==> src/rtl/pll_reset_sequencer.sv <==
// pll_reset_sequencer: PLL lock qualification, retry and ordered domain reset release
module pll_reset_sequencer #(
    parameter int SYNC_STAGES         = 2,
    parameter int PLL_RESET_CYCLES    = 16,
    parameter int LOCK_TIMEOUT_CYCLES = 2500000,
    parameter int LOCK_STABLE_CYCLES  = 1024,
    parameter int STAGE_GAP_CYCLES    = 64,
    parameter int CNT_W               = 22
) (
    input  logic       clki,
    input  logic       reset,
    input  logic       locked_i,
    output logic       pll_reset_o,
    output logic       rst_shift_o,
    output logic       rst_pixel_o,
    output logic       rst_cpu_o,
    output logic       ready_o,
    output logic [7:0] lock_loss_count_o,
    output logic [7:0] retry_count_o,
    output logic [2:0] state_o
);
    typedef enum logic [2:0] {
        PLL_RST   = 3'd0,
        WAIT_LOCK = 3'd1,
        STABLE    = 3'd2,
        REL_SHIFT = 3'd3,
        REL_PIXEL = 3'd4,
        RUN       = 3'd5
    } state_t;

    localparam logic [CNT_W-1:0] PLL_LAST     = CNT_W'(PLL_RESET_CYCLES - 1);
    localparam logic [CNT_W-1:0] TIMEOUT_LAST = CNT_W'(LOCK_TIMEOUT_CYCLES - 1);
    localparam logic [CNT_W-1:0] STABLE_N     = CNT_W'(LOCK_STABLE_CYCLES);
    localparam logic [CNT_W-1:0] GAP_LAST     = CNT_W'(STAGE_GAP_CYCLES - 1);

    state_t                 state_q, state_d;
    logic [SYNC_STAGES-1:0] sync_q;
    logic                   locked_s;
    logic [CNT_W-1:0]       cnt_q, cnt_d, cnt_inc;
    logic [7:0]             loss_q, loss_d, retry_q, retry_d;
    logic                   pll_rst_q, shift_q, pixel_q, cpu_q, ready_q;
    logic                   lost;

    assign locked_s = sync_q[SYNC_STAGES-1];
    assign cnt_inc  = (&cnt_q) ? cnt_q : cnt_q + CNT_W'(1);

    // Bring the asynchronous lock flag into clki through a flop chain
    always_ff @(posedge clki or posedge reset) begin
        if (reset) begin
            sync_q <= '0;
        end else begin
            sync_q[0] <= locked_i;
            for (int i = 1; i < SYNC_STAGES; i++) sync_q[i] <= sync_q[i-1];
        end
    end

    // Sequencer next state, shared counter and saturating event counts
    always_comb begin
        state_d = state_q;
        cnt_d   = cnt_inc;
        loss_d  = loss_q;
        retry_d = retry_q;
        lost    = 1'b0;
        case (state_q)
            PLL_RST: if (cnt_q >= PLL_LAST) begin
                state_d = WAIT_LOCK;
                cnt_d   = '0;
            end
            WAIT_LOCK: if (locked_s) begin
                state_d = STABLE;
                cnt_d   = CNT_W'(1);
            end else if (cnt_q >= TIMEOUT_LAST) begin
                state_d = PLL_RST;
                cnt_d   = '0;
                retry_d = (&retry_q) ? retry_q : retry_q + 8'd1;
            end
            STABLE: if (!locked_s) begin
                state_d = WAIT_LOCK;
                cnt_d   = '0;
            end else if (cnt_q >= STABLE_N) begin
                state_d = REL_SHIFT;
                cnt_d   = '0;
            end
            REL_SHIFT: if (!locked_s) begin
                lost = 1'b1;
            end else if (cnt_q >= GAP_LAST) begin
                state_d = REL_PIXEL;
                cnt_d   = '0;
            end
            REL_PIXEL: if (!locked_s) begin
                lost = 1'b1;
            end else if (cnt_q >= GAP_LAST) begin
                state_d = RUN;
                cnt_d   = '0;
            end
            RUN: lost = !locked_s;
            default: begin
                state_d = PLL_RST;
                cnt_d   = '0;
            end
        endcase
        if (lost) begin
            state_d = WAIT_LOCK;
            cnt_d   = '0;
            loss_d  = (&loss_q) ? loss_q : loss_q + 8'd1;
        end
    end

    // Register state and derive every output from the state being entered
    always_ff @(posedge clki or posedge reset) begin
        if (reset) begin
            state_q   <= PLL_RST;
            cnt_q     <= '0;
            loss_q    <= '0;
            retry_q   <= '0;
            pll_rst_q <= 1'b1;
            shift_q   <= 1'b1;
            pixel_q   <= 1'b1;
            cpu_q     <= 1'b1;
            ready_q   <= 1'b0;
        end else begin
            state_q   <= state_d;
            cnt_q     <= cnt_d;
            loss_q    <= loss_d;
            retry_q   <= retry_d;
            pll_rst_q <= state_d == PLL_RST;
            shift_q   <= !(state_d == REL_SHIFT || state_d == REL_PIXEL || state_d == RUN);
            pixel_q   <= !(state_d == REL_PIXEL || state_d == RUN);
            cpu_q     <= state_d != RUN;
            ready_q   <= state_d == RUN;
        end
    end

    assign pll_reset_o       = pll_rst_q;
    assign rst_shift_o       = shift_q;
    assign rst_pixel_o       = pixel_q;
    assign rst_cpu_o         = cpu_q;
    assign ready_o           = ready_q;
    assign lock_loss_count_o = loss_q;
    assign retry_count_o     = retry_q;
    assign state_o           = state_q;
endmodule
==> config.mk <==
export PLATFORM = sky130hd
export DESIGN_NAME = pll_reset_sequencer
export DESIGN_NICKNAME = d
export VERILOG_FILES = /design/src/rtl/pll_reset_sequencer.sv
export SDC_FILE = /design/constraint.sdc
export NUM_CORES = 1
export LEC_CHECK = 0
export ABC_AREA = 1
export CAP_MARGIN = 20
export CORE_MARGIN = 1.5
export CORE_UTILIZATION = 49
export DETAILED_ROUTE_END_ITERATION = 10
export PLACE_DENSITY = 0.7
export SLEW_MARGIN = 20
export SYNTH_ARGS = -nofsm -noshare
export SYNTH_HDL_FRONTEND = slang
export SYNTH_SLANG_ARGS = --single-unit
==> constraint.sdc <==
create_clock -name clki -period 2.6 [get_ports clki]
set_input_delay 0.65 -clock clki [delete_from_list [all_inputs] [get_ports clki]]
set_output_delay 0.65 -clock clki [all_outputs]
set_load 0.03 [all_outputs]
==> flow_metrics.py, run 1 <==
metrics = {
    "grt": {
        "track_usage_pct": 22.2,
        "antenna_found_initial": 0,
        "grt_pass1_wl_um": 11200,
        "grt_pass1_vias": 2422,
        "grt_overflow": 0,
        "grt_start_max_net_pins": 30,
    },
    "clock_network": {
        "root_buffer": "clkbuf_8",
        "clock_path_buffers": 2,
        "postCtsSetupRepairBufs": 0,
        "cts_resized": 0,
        "cts_htree_levels": 2,
        "cts-buffers-inserted": 5,
        "cts_sinks": 48,
        "cts_hold_buf": 0,
        "clkLatencyLatePin_ns": 0.30,
        "clk_pin_slew_worst_paths_ns": 0.08,
        "cts_tree": "yes",
    },
    "placement": {
        "gp_congestion": 0.970,
        "hpwl_um": 5040,
        "detailedPlace.worstSlack_ns": 0.569,
        "dp_cells": 487,
        "numPortBuffers": 26,
    },
    "yosys": {
        "synthFlopType": "dfrtp_1",
        "synthesis.nets": 399,
        "yosysSeqAreaShare_pct": 40.4,
        "synth_top_area_share_pct": 36.9,
        "ys_warn_count": 0,
        "synth_area_mm2": 0.00298,
        "ys_types": 34,
        "synth_most_common_cell": "nand2_1",
        "synth-edff-count": 0,
        "syn_area_per_cell_um2": 7.61,
        "synth_cells": 392,
        "async_flop_share_pct": 100,
        "yosys-top-cells-area": "dfrtp_1 37%, nand2_1 11%, nor2_1 7.6%",
        "synth_area_leader_cell": "dfrtp_1",
        "ys_ff_latch": 48,
        "ys_top_cells_by_count": "89 x nand2_1, 60 x nor2_1, 44 x dfrtp_1, 44 x inv_1, 30 x nand3_1",
    },
    "min_path": {
        "min_from": "sync_q[0]",
        "min_path_type": "flop to flop",
    },
    "power_and_ir_drop": {
        "p_leak_nw": 1.68,
        "power_w": 0.00218,
        "power_density_mw_per_mm2": 634,
        "irDropWorstVdd_v": 0.000449,
    },
    "worst_setup_path": {
        "worstPathRequired_ns": 1.95,
        "worst_path_largest_cell_delay_ns": 0.67,
        "cp_top_family": "buffers and inverters",
        "cp.arrival_ns": 1.49,
        "slowest_stage": "clkdlybuf4s50_1",
        "timing_worst_setup_path_type": "flop to output port",
        "r2r-start": "cnt_q[0]",
        "critPathBufInv": 1,
        "crit_chain": "clkdlybuf4s50_1",
        "cp-start-kind": "flop",
        "cp-end-kind": "output port",
        "cp_max_fo": 1,
        "worstSetupStartpoint": "rst_cpu_o",
    },
    "timing": {
        "final_hold_viol_count": 0,
        "min_period_ns": 2.14,
        "drv_slew": 0,
        "setup-tns-final_ns": 0,
        "worst_hold_slack_ns": 0.358,
        "setup_viol": 0,
        "post-route-period-util_pct": 82.2,
        "tightestPinTransition_ns": 0.462,
        "max_freq_mhz": 468,
        "fin_skew_ns": 0.0113,
        "setup_ws_ns": 0.463,
        "slew-limit-headroom_pct": 68.9,
        "rsz0062_at_grt": "no",
    },
    "floorplan": {
        "start_util_pct": 50.7,
        "dieArea_mm2": 0.00656,
        "rows": 28,
        "die_x_um": 81.0,
        "pin_count": 27,
        "die_h_um": 81.0,
        "coreArea_mm2": 0.00589,
    },
    "finish": {
        "layout.cells.non_filler": 495,
        "multi_input_area_mm2": 0.00155,
        "seqCellArea_mm2": 0.00121,
        "fillers": 583,
        "nets": 426,
        "n_antenna_cell": 0,
        "drive_gt1_share_pct": 13.6,
        "area_growth_pct": 15.2,
    },
    "drt": {
        "drc_errors": 0,
        "via_per_inst": 5.05,
        "wl_per_cell_um": 13.0,
        "vias": 2502,
        "ant_nets": 0,
        "first_iter_violations": 175,
        "wl_um": 6440,
        "drt-pass1-iter-count": 4,
    },
    "flow_run": {
        "cap_viol_max_count": 0,
    },
    "status": {
        "status": "finished, final reports clean",
    },
}
## cells by family after synthesis
kind of cell / count (synthesis) / synth area share [%]
buffers and inverters: 56 / 7.72
and+or+nand+nor: 236 / 37.8
muxes: 1 / 0.377
DFF: 48 / 40.4
AOI/OAI and AO/OA: 21 / 4.36
xor gates and xnor gates: 26 / 7.63
adders and majority gates: 4 / 1.68
## layout make-up
type / count / area share (%)
clock buffers: 7 / 2.80
clock inverters: 1 / 0.874
inverters: 49 / 5.35
multi-input cells: 288 / 45.0
flip-flops and latches: 48 / 35.1
well taps: 75 / 2.73
repair buffers: 27 / 8.15
## layer usage
| metal | up-vias | track usage [%] | routed length (µm) | share of wire, % |
|---|---|---|---|---|
| li1 | 1279 | - | - | - |
| met2 | 52 | 36.4 | 3110 | 48 |
| met5 | - | 0 | 0 | 0 |
| met3 | 12 | 3.48 | 327 | 5.1 |
| met4 | 0 | 7.93 | 128 | 2.0 |
| met1 | 1159 | 29.6 | 2880 | 45 |
## cells in the final DEF, fill, tap and decap left out, types with 3 or more instances in the layout
master	netlist	final
xor2_1	19	19
nor2_4	4	4
clkdlybuf4s50_1	0	26
nor2_2	5	5
clkbuf_8	0	7
inv_2	5	6
dfrtp_1	44	44
o21ai_0	12	12
nand3_1	30	30
nand2_1	89	89
nand2_2	12	12
xnor2_1	7	7
nand4_1	9	9
inv_1	44	43
nor3_1	11	11
ha_1	4	4
dfstp_2	4	4
nand3_2	6	6
nor2_1	60	60
a21oi_1	3	3
## per-stage QoR
step	utilization (%)	instance area, µm²
2_1_floorplan	-	2980
3_3_place_gp	56.3	3310
3_5_place_dp	56.3	3310
4_1_cts	58.4	3440
5_1_grt	58.4	3440
6_report	58.4	3440
## power by group
group	total (W)	internal, W	switching (W)
combinational	0.000685	0.000245	0.000440
clock	0.000578	0.000339	0.000239
sequential	0.000918	0.000828	0.0000898
## worst paths after layout
kind,to,slack (ns),cells past startpoint
setup reg to reg,cnt_q[1],0.53,10
hold / removal,sync_q[1],0.36,0
hold reg to reg,sync_q[1],0.36,0
max in group asynchronous,cnt_q[17],1.45,3
min in group asynchronous,lock_loss_count_o[7],0.65,2
setup / recovery,rst_cpu_o,0.46,1
## flip-flops by register name (all words and copies together), names as in the netlist
signal and count:
rst_shift_o 1, retry_count_o 8, state_o 3, rst_cpu_o 1, lock_loss_count_o 8, sync_q 2, rst_pixel_o 1, cnt_q 22
pll_reset_o 1, ready_o 1
Power figures use the tool's default switching activity.
==> inputs of run 2 (changes only) <==
--- a/config.mk
+++ b/config.mk
@@ -10,7 +10,7 @@
 export CORE_MARGIN = 1.5
 export CORE_UTILIZATION = 49
 export DETAILED_ROUTE_END_ITERATION = 10
-export PLACE_DENSITY = 0.7
+export PLACE_DENSITY = 0.72
 export SLEW_MARGIN = 20
 export SYNTH_ARGS = -nofsm -noshare
 export SYNTH_HDL_FRONTEND = slang
==> constraint.sdc (replaced) <==
create_clock -name clki -period 1.89 [get_ports clki]
set_input_delay 0.4725 -clock clki [delete_from_list [all_inputs] [get_ports clki]]
set_output_delay 0.4725 -clock clki [all_outputs]
set_load 0.03 [all_outputs]
==> flow_metrics.py, run 2 (synthesis gave the netlist of run 1 again) <==
metrics = {
    "worst_setup_path": {
        "crit_chain": "clkdlybuf4s50_1",
        "worst-path-stages": 1,
        "cp-end-kind": "output port",
        "slowest_stage": "clkdlybuf4s50_1",
        "worst_path_largest_cell_delay_ns": 0.69,
        "worstSetupStartpoint": "lock_loss_count_o[1]",
        "cp_top_family": "buffers and inverters",
        "worstPathRequired_ns": 1.42,
        "cp-start-kind": "flop",
        "r2r-end": "cnt_q[0]",
        "r2r-start": "cnt_q[0]",
        "rrSetupSlack_ns": 0.15,
        "critPathBufInv": 1,
        "cp.arrival_ns": 1.38,
        "r2r_cells": 12,
        "cp_max_fo": 4,
        "timing_worst_setup_path_type": "flop to output port",
    },
    "timing": {
        "drv_slew": 0,
        "max_freq_mhz": 541,
        "setup_viol": 0,
        "min_period_ns": 1.85,
        "fin_skew_ns": 0.00643,
        "post-route-period-util_pct": 97.8,
        "slew-limit-headroom_pct": 69.9,
        "setup_ws_ns": 0.0425,
        "final_hold_viol_count": 0,
        "worst_hold_slack_ns": 0.353,
        "tightestPinTransition_ns": 0.448,
    },
    "drt": {
        "drc_errors": 0,
        "first_iter_violations": 140,
        "ant_nets": 0,
        "drt-pass1-iter-count": 4,
        "wl_per_cell_um": 13.4,
        "wl_um": 6770,
        "vias": 2623,
        "via_per_inst": 5.18,
    },
    "floorplan": {
        "rows": 28,
        "start_util_pct": 50.7,
        "die_x_um": 81.0,
        "dieArea_mm2": 0.00656,
        "pin_count": 27,
        "coreArea_mm2": 0.00589,
        "die_h_um": 81.0,
    },
    "grt": {
        "antenna_found_initial": 0,
        "track_usage_pct": 22.4,
        "grt_overflow": 0,
        "grt_pass1_wl_um": 11300,
        "grt_start_max_net_pins": 29,
        "grt_pass1_vias": 2471,
    },
    "finish": {
        "n_antenna_cell": 0,
        "nets": 437,
        "layout.cells.non_filler": 506,
        "largest_register_ffs": 22,
        "fillers": 538,
        "area_growth_pct": 18.4,
        "largest_register": "cnt_q",
        "drive_gt1_share_pct": 18.1,
        "layout_common_cells": "89 x nand2_1, 58 x nor2_1, 43 x inv_1",
        "finish.utilization_pct": 60.0,
        "final_common_cell": "nand2_1",
    },
    "clock_network": {
        "clkLatencyLatePin_ns": 0.30,
        "cts_tree": "yes",
        "clock_path_buffers": 2,
        "cts-buffers-inserted": 5,
        "cts_sinks": 48,
        "clk_pin_slew_worst_paths_ns": 0.08,
        "cts_hold_buf": 0,
        "cts_htree_levels": 2,
        "root_buffer": "clkbuf_8",
    },
    "min_path": {
        "min_path_type": "flop to flop",
        "min_from": "sync_q[0]",
        "worstHoldPathCells": 0,
        "hold_end": "sync_q[1]",
    },
    "placement": {
        "numPortBuffers": 26,
        "hpwl_um": 5040,
        "gp_congestion": 0.948,
        "dp_cells": 495,
        "detailedPlace.worstSlack_ns": 0.0609,
    },
    "status": {
        "status": "finished, final reports clean",
    },
    "power_and_ir_drop": {
        "irDropWorstVdd_v": 0.000668,
        "p_leak_nw": 1.87,
        "power_density_mw_per_mm2": 846,
    },
    "flow_run": {
        "cap_viol_max_count": 0,
    },
}
run 2: per-stage QoR:
step / total power [W] / setup TNS, ns / instance area, µm²
2_1_floorplan: 0.00199 / 0 / 2980
3_3_place_gp: 0.00225 / 0 / 3370
3_5_place_dp: 0.00227 / 0 / 3370
4_1_cts: 0.00289 / 0 / 3450
5_1_grt: 0.00319 / -0.00677 / 3530
6_report: 0.00299 / 0 / 3530
run 2: worst register-to-register path: cells and delay by family (launching register included):
kind	cells	cell delay [ns]
adder cells (fa/ha/maj)	1	0.22
buffers and inverters	2	0.09
flip-flops	1	0.38
AND/OR/NAND/NOR	9	0.96
run 2: worst max-delay path by stage:
stage | end
after global routing | lock_loss_count_o[1]
after CTS | retry_count_o[4]
after detailed placement | cnt_q[16]
after global placement | cnt_q[16]
final | lock_loss_count_o[1]
after floorplan | retry_count_o[7]
run 2: repair_timing:
action,in CTS,in global routing
resized for setup,14,21
pin swaps,0,2
buffers inserted,0,2
cloned,0,1
setup endpoints to repair,14,33
run 2: cell type report:
cell class,instances,area (µm²),area share (%)
multi-input cells,289,1580,44.7
clock buffers,6,82.6,2.34
well taps,75,93.8,2.66
flip-flops and latches,48,1210,34.4
inverters,49,184,5.21
repair buffers,37,368,10.4
clock inverters,2,10.0,0.283
run 2: where the power goes:
group / switching (W) / internal, W
registers: 0.000114 / 0.00114
clock network: 0.000327 / 0.000292
logic: 0.000696 / 0.000419
total: 0.00114 / 0.00185
run 2: layer usage:
| metal | part of all wire [%] | up-vias | GRT usage [%] |
|---|---|---|---|
| met5 | 0 | - | 0 |
| li1 | - | 1308 | - |
| met3 | 4.3 | 10 | 3.60 |
| met4 | 1.8 | 0 | 7.41 |
| met1 | 44 | 1229 | 30.8 |
| met2 | 50 | 76 | 36.2 |
==> inputs of run 3 (changes only) <==
--- a/config.mk
+++ b/config.mk
@@ -11,6 +11,7 @@
 export CORE_UTILIZATION = 49
 export DETAILED_ROUTE_END_ITERATION = 10
 export PLACE_DENSITY = 0.72
+export SKIP_LAST_GASP = 1
 export SLEW_MARGIN = 20
 export SYNTH_ARGS = -nofsm -noshare
 export SYNTH_HDL_FRONTEND = slang
==> flow_metrics.py, run 3 (synthesis gave the netlist of run 1 again) <==
metrics = {
    "clock_network": {
        "root_buffer": "clkbuf_8",
        "cts_tree": "yes",
        "clkLatencyLatePin_ns": 0.29,
        "clock_path_buffers": 2,
        "cts-buffers-inserted": 5,
        "cts_sinks": 48,
        "cts_htree_levels": 2,
        "clk_pin_slew_worst_paths_ns": 0.08,
        "cts_hold_buf": 0,
    },
    "timing": {
        "fin_skew_ns": 0.00747,
        "rsz0062_at_grt": "yes",
        "max_freq_mhz": 542,
        "final_hold_viol_count": 0,
        "drv_slew": 0,
        "min_period_ns": 1.85,
        "setup-tns-final_ns": 0,
        "setup_viol": 0,
        "slew-limit-headroom_pct": 71.0,
        "post-route-period-util_pct": 97.7,
        "tightestPinTransition_ns": 0.431,
        "worst_hold_slack_ns": 0.353,
    },
    "floorplan": {
        "die_h_um": 81.0,
        "coreArea_mm2": 0.00589,
        "dieArea_mm2": 0.00656,
        "die_x_um": 81.0,
        "rows": 28,
        "pin_count": 27,
        "start_util_pct": 50.7,
    },
    "power_and_ir_drop": {
        "p_leak_nw": 1.87,
        "irDropWorstVdd_v": 0.000638,
        "power_density_mw_per_mm2": 845,
    },
    "worst_setup_path": {
        "cp.arrival_ns": 1.37,
        "cp-start-kind": "flop",
        "r2r-start": "cnt_q[21]",
        "critPathBufInv": 1,
        "worst_path_largest_cell_delay_ns": 0.69,
        "cp_top_family": "buffers and inverters",
        "worstPathRequired_ns": 1.42,
        "timing_worst_setup_path_type": "flop to output port",
        "cp_max_fo": 4,
        "slowest_stage": "clkdlybuf4s50_1",
        "cp-end-kind": "output port",
        "rrSetupSlack_ns": 0.11,
        "worstSetupStartpoint": "lock_loss_count_o[1]",
        "crit_chain": "clkdlybuf4s50_1",
    },
    "drt": {
        "wl_met2_um": 3380,
        "first_iter_violations": 161,
        "ant_nets": 0,
        "drt-met1-wl_um": 2900,
        "drc_errors": 0,
        "via_per_inst": 5.15,
        "wl_per_cell_um": 13.3,
        "vias": 2606,
        "wl_um": 6720,
        "drt-pass1-iter-count": 4,
        "highest_layer": "met4",
        "route.met3.wl_um": 346,
    },
    "grt": {
        "grt_start_max_net_pins": 29,
        "grt_pass1_vias": 2471,
        "grt_overflow": 0,
        "grt_pass1_wl_um": 11300,
        "antenna_found_initial": 0,
        "track_usage_pct": 22.4,
    },
    "status": {
        "status": "finished, final reports clean",
    },
    "placement": {
        "numPortBuffers": 26,
        "gp_congestion": 0.948,
        "hpwl_um": 5040,
    },
    "finish": {
        "drive_gt1_share_pct": 18.1,
        "largest_register": "cnt_q",
        "area_growth_pct": 18.2,
        "fillers": 540,
        "largest_register_ffs": 22,
        "final_common_cell": "nand2_1",
        "n_antenna_cell": 0,
        "nets": 437,
        "finish.utilization_pct": 59.9,
        "layout_common_cells": "89 x nand2_1, 58 x nor2_1, 43 x inv_1",
    },
    "min_path": {
        "min_path_type": "flop to flop",
        "min_from": "sync_q[0]",
    },
    "flow_run": {
        "cap_viol_max_count": 0,
    },
}
## run 3: cell counts in the layout (fill, tap and decap cells not counted)
Identical to the previous run, type by type.
## run 3: area by class of cell
cell class | instances | area [µm²] | area share, %
clock inverter | 2 | 10.0 | 0.284
tap | 75 | 93.8 | 2.66
sequential | 48 | 1210 | 34.4
clock buffer | 6 | 82.6 | 2.34
timing repair buffer | 37 | 368 | 10.4
multi-input combinational | 289 | 1570 | 44.6
inverter | 49 | 184 | 5.21
## run 3: path summary, 6_finish.rpt
check	to	cells past startpoint
setup / recovery	lock_loss_count_o[1]	1
hold / removal	sync_q[1]	0
setup reg to reg	cnt_q[16]	9
hold reg to reg	sync_q[1]	0
max in group asynchronous	pll_reset_o	3
min in group asynchronous	lock_loss_count_o[2]	2
## run 3: stage by stage
step	total power (W)	cell area (µm²)	cells	setup slack [ns]
final	0.00298	3530	506	0.0444
after global routing	0.00318	3530	506	-0.00883
after CTS	0.00289	3450	503	0.00499
after floorplan	0.00199	2980	392	0.192
after detailed placement	0.00227	3370	495	0.0609
after global placement	0.00225	3370	495	0.0924
## run 3: report_power, final
part	leakage (nW)	switching, W	internal, W	total [W]
clock	0.0510	0.000328	0.000292	0.000621
combinational	1.19	0.000687	0.000417	0.00110
sequential	0.632	0.000113	0.00114	0.00125
total	1.87	0.00113	0.00185	0.00298
## run 3: what timing repair did
action | in CTS | in global routing
pin swaps | 0 | 2
setup buffers | 0 | 2
resized for setup | 14 | 20
endpoints found under the setup margin | 14 | 33
gates cloned | 0 | 1
## run 3: routing by layer
metal,track usage (%),up-vias
met1,30.8,1217
li1,-,1306
met4,7.41,0
met3,3.60,8
met2,36.2,75
met5,0,-
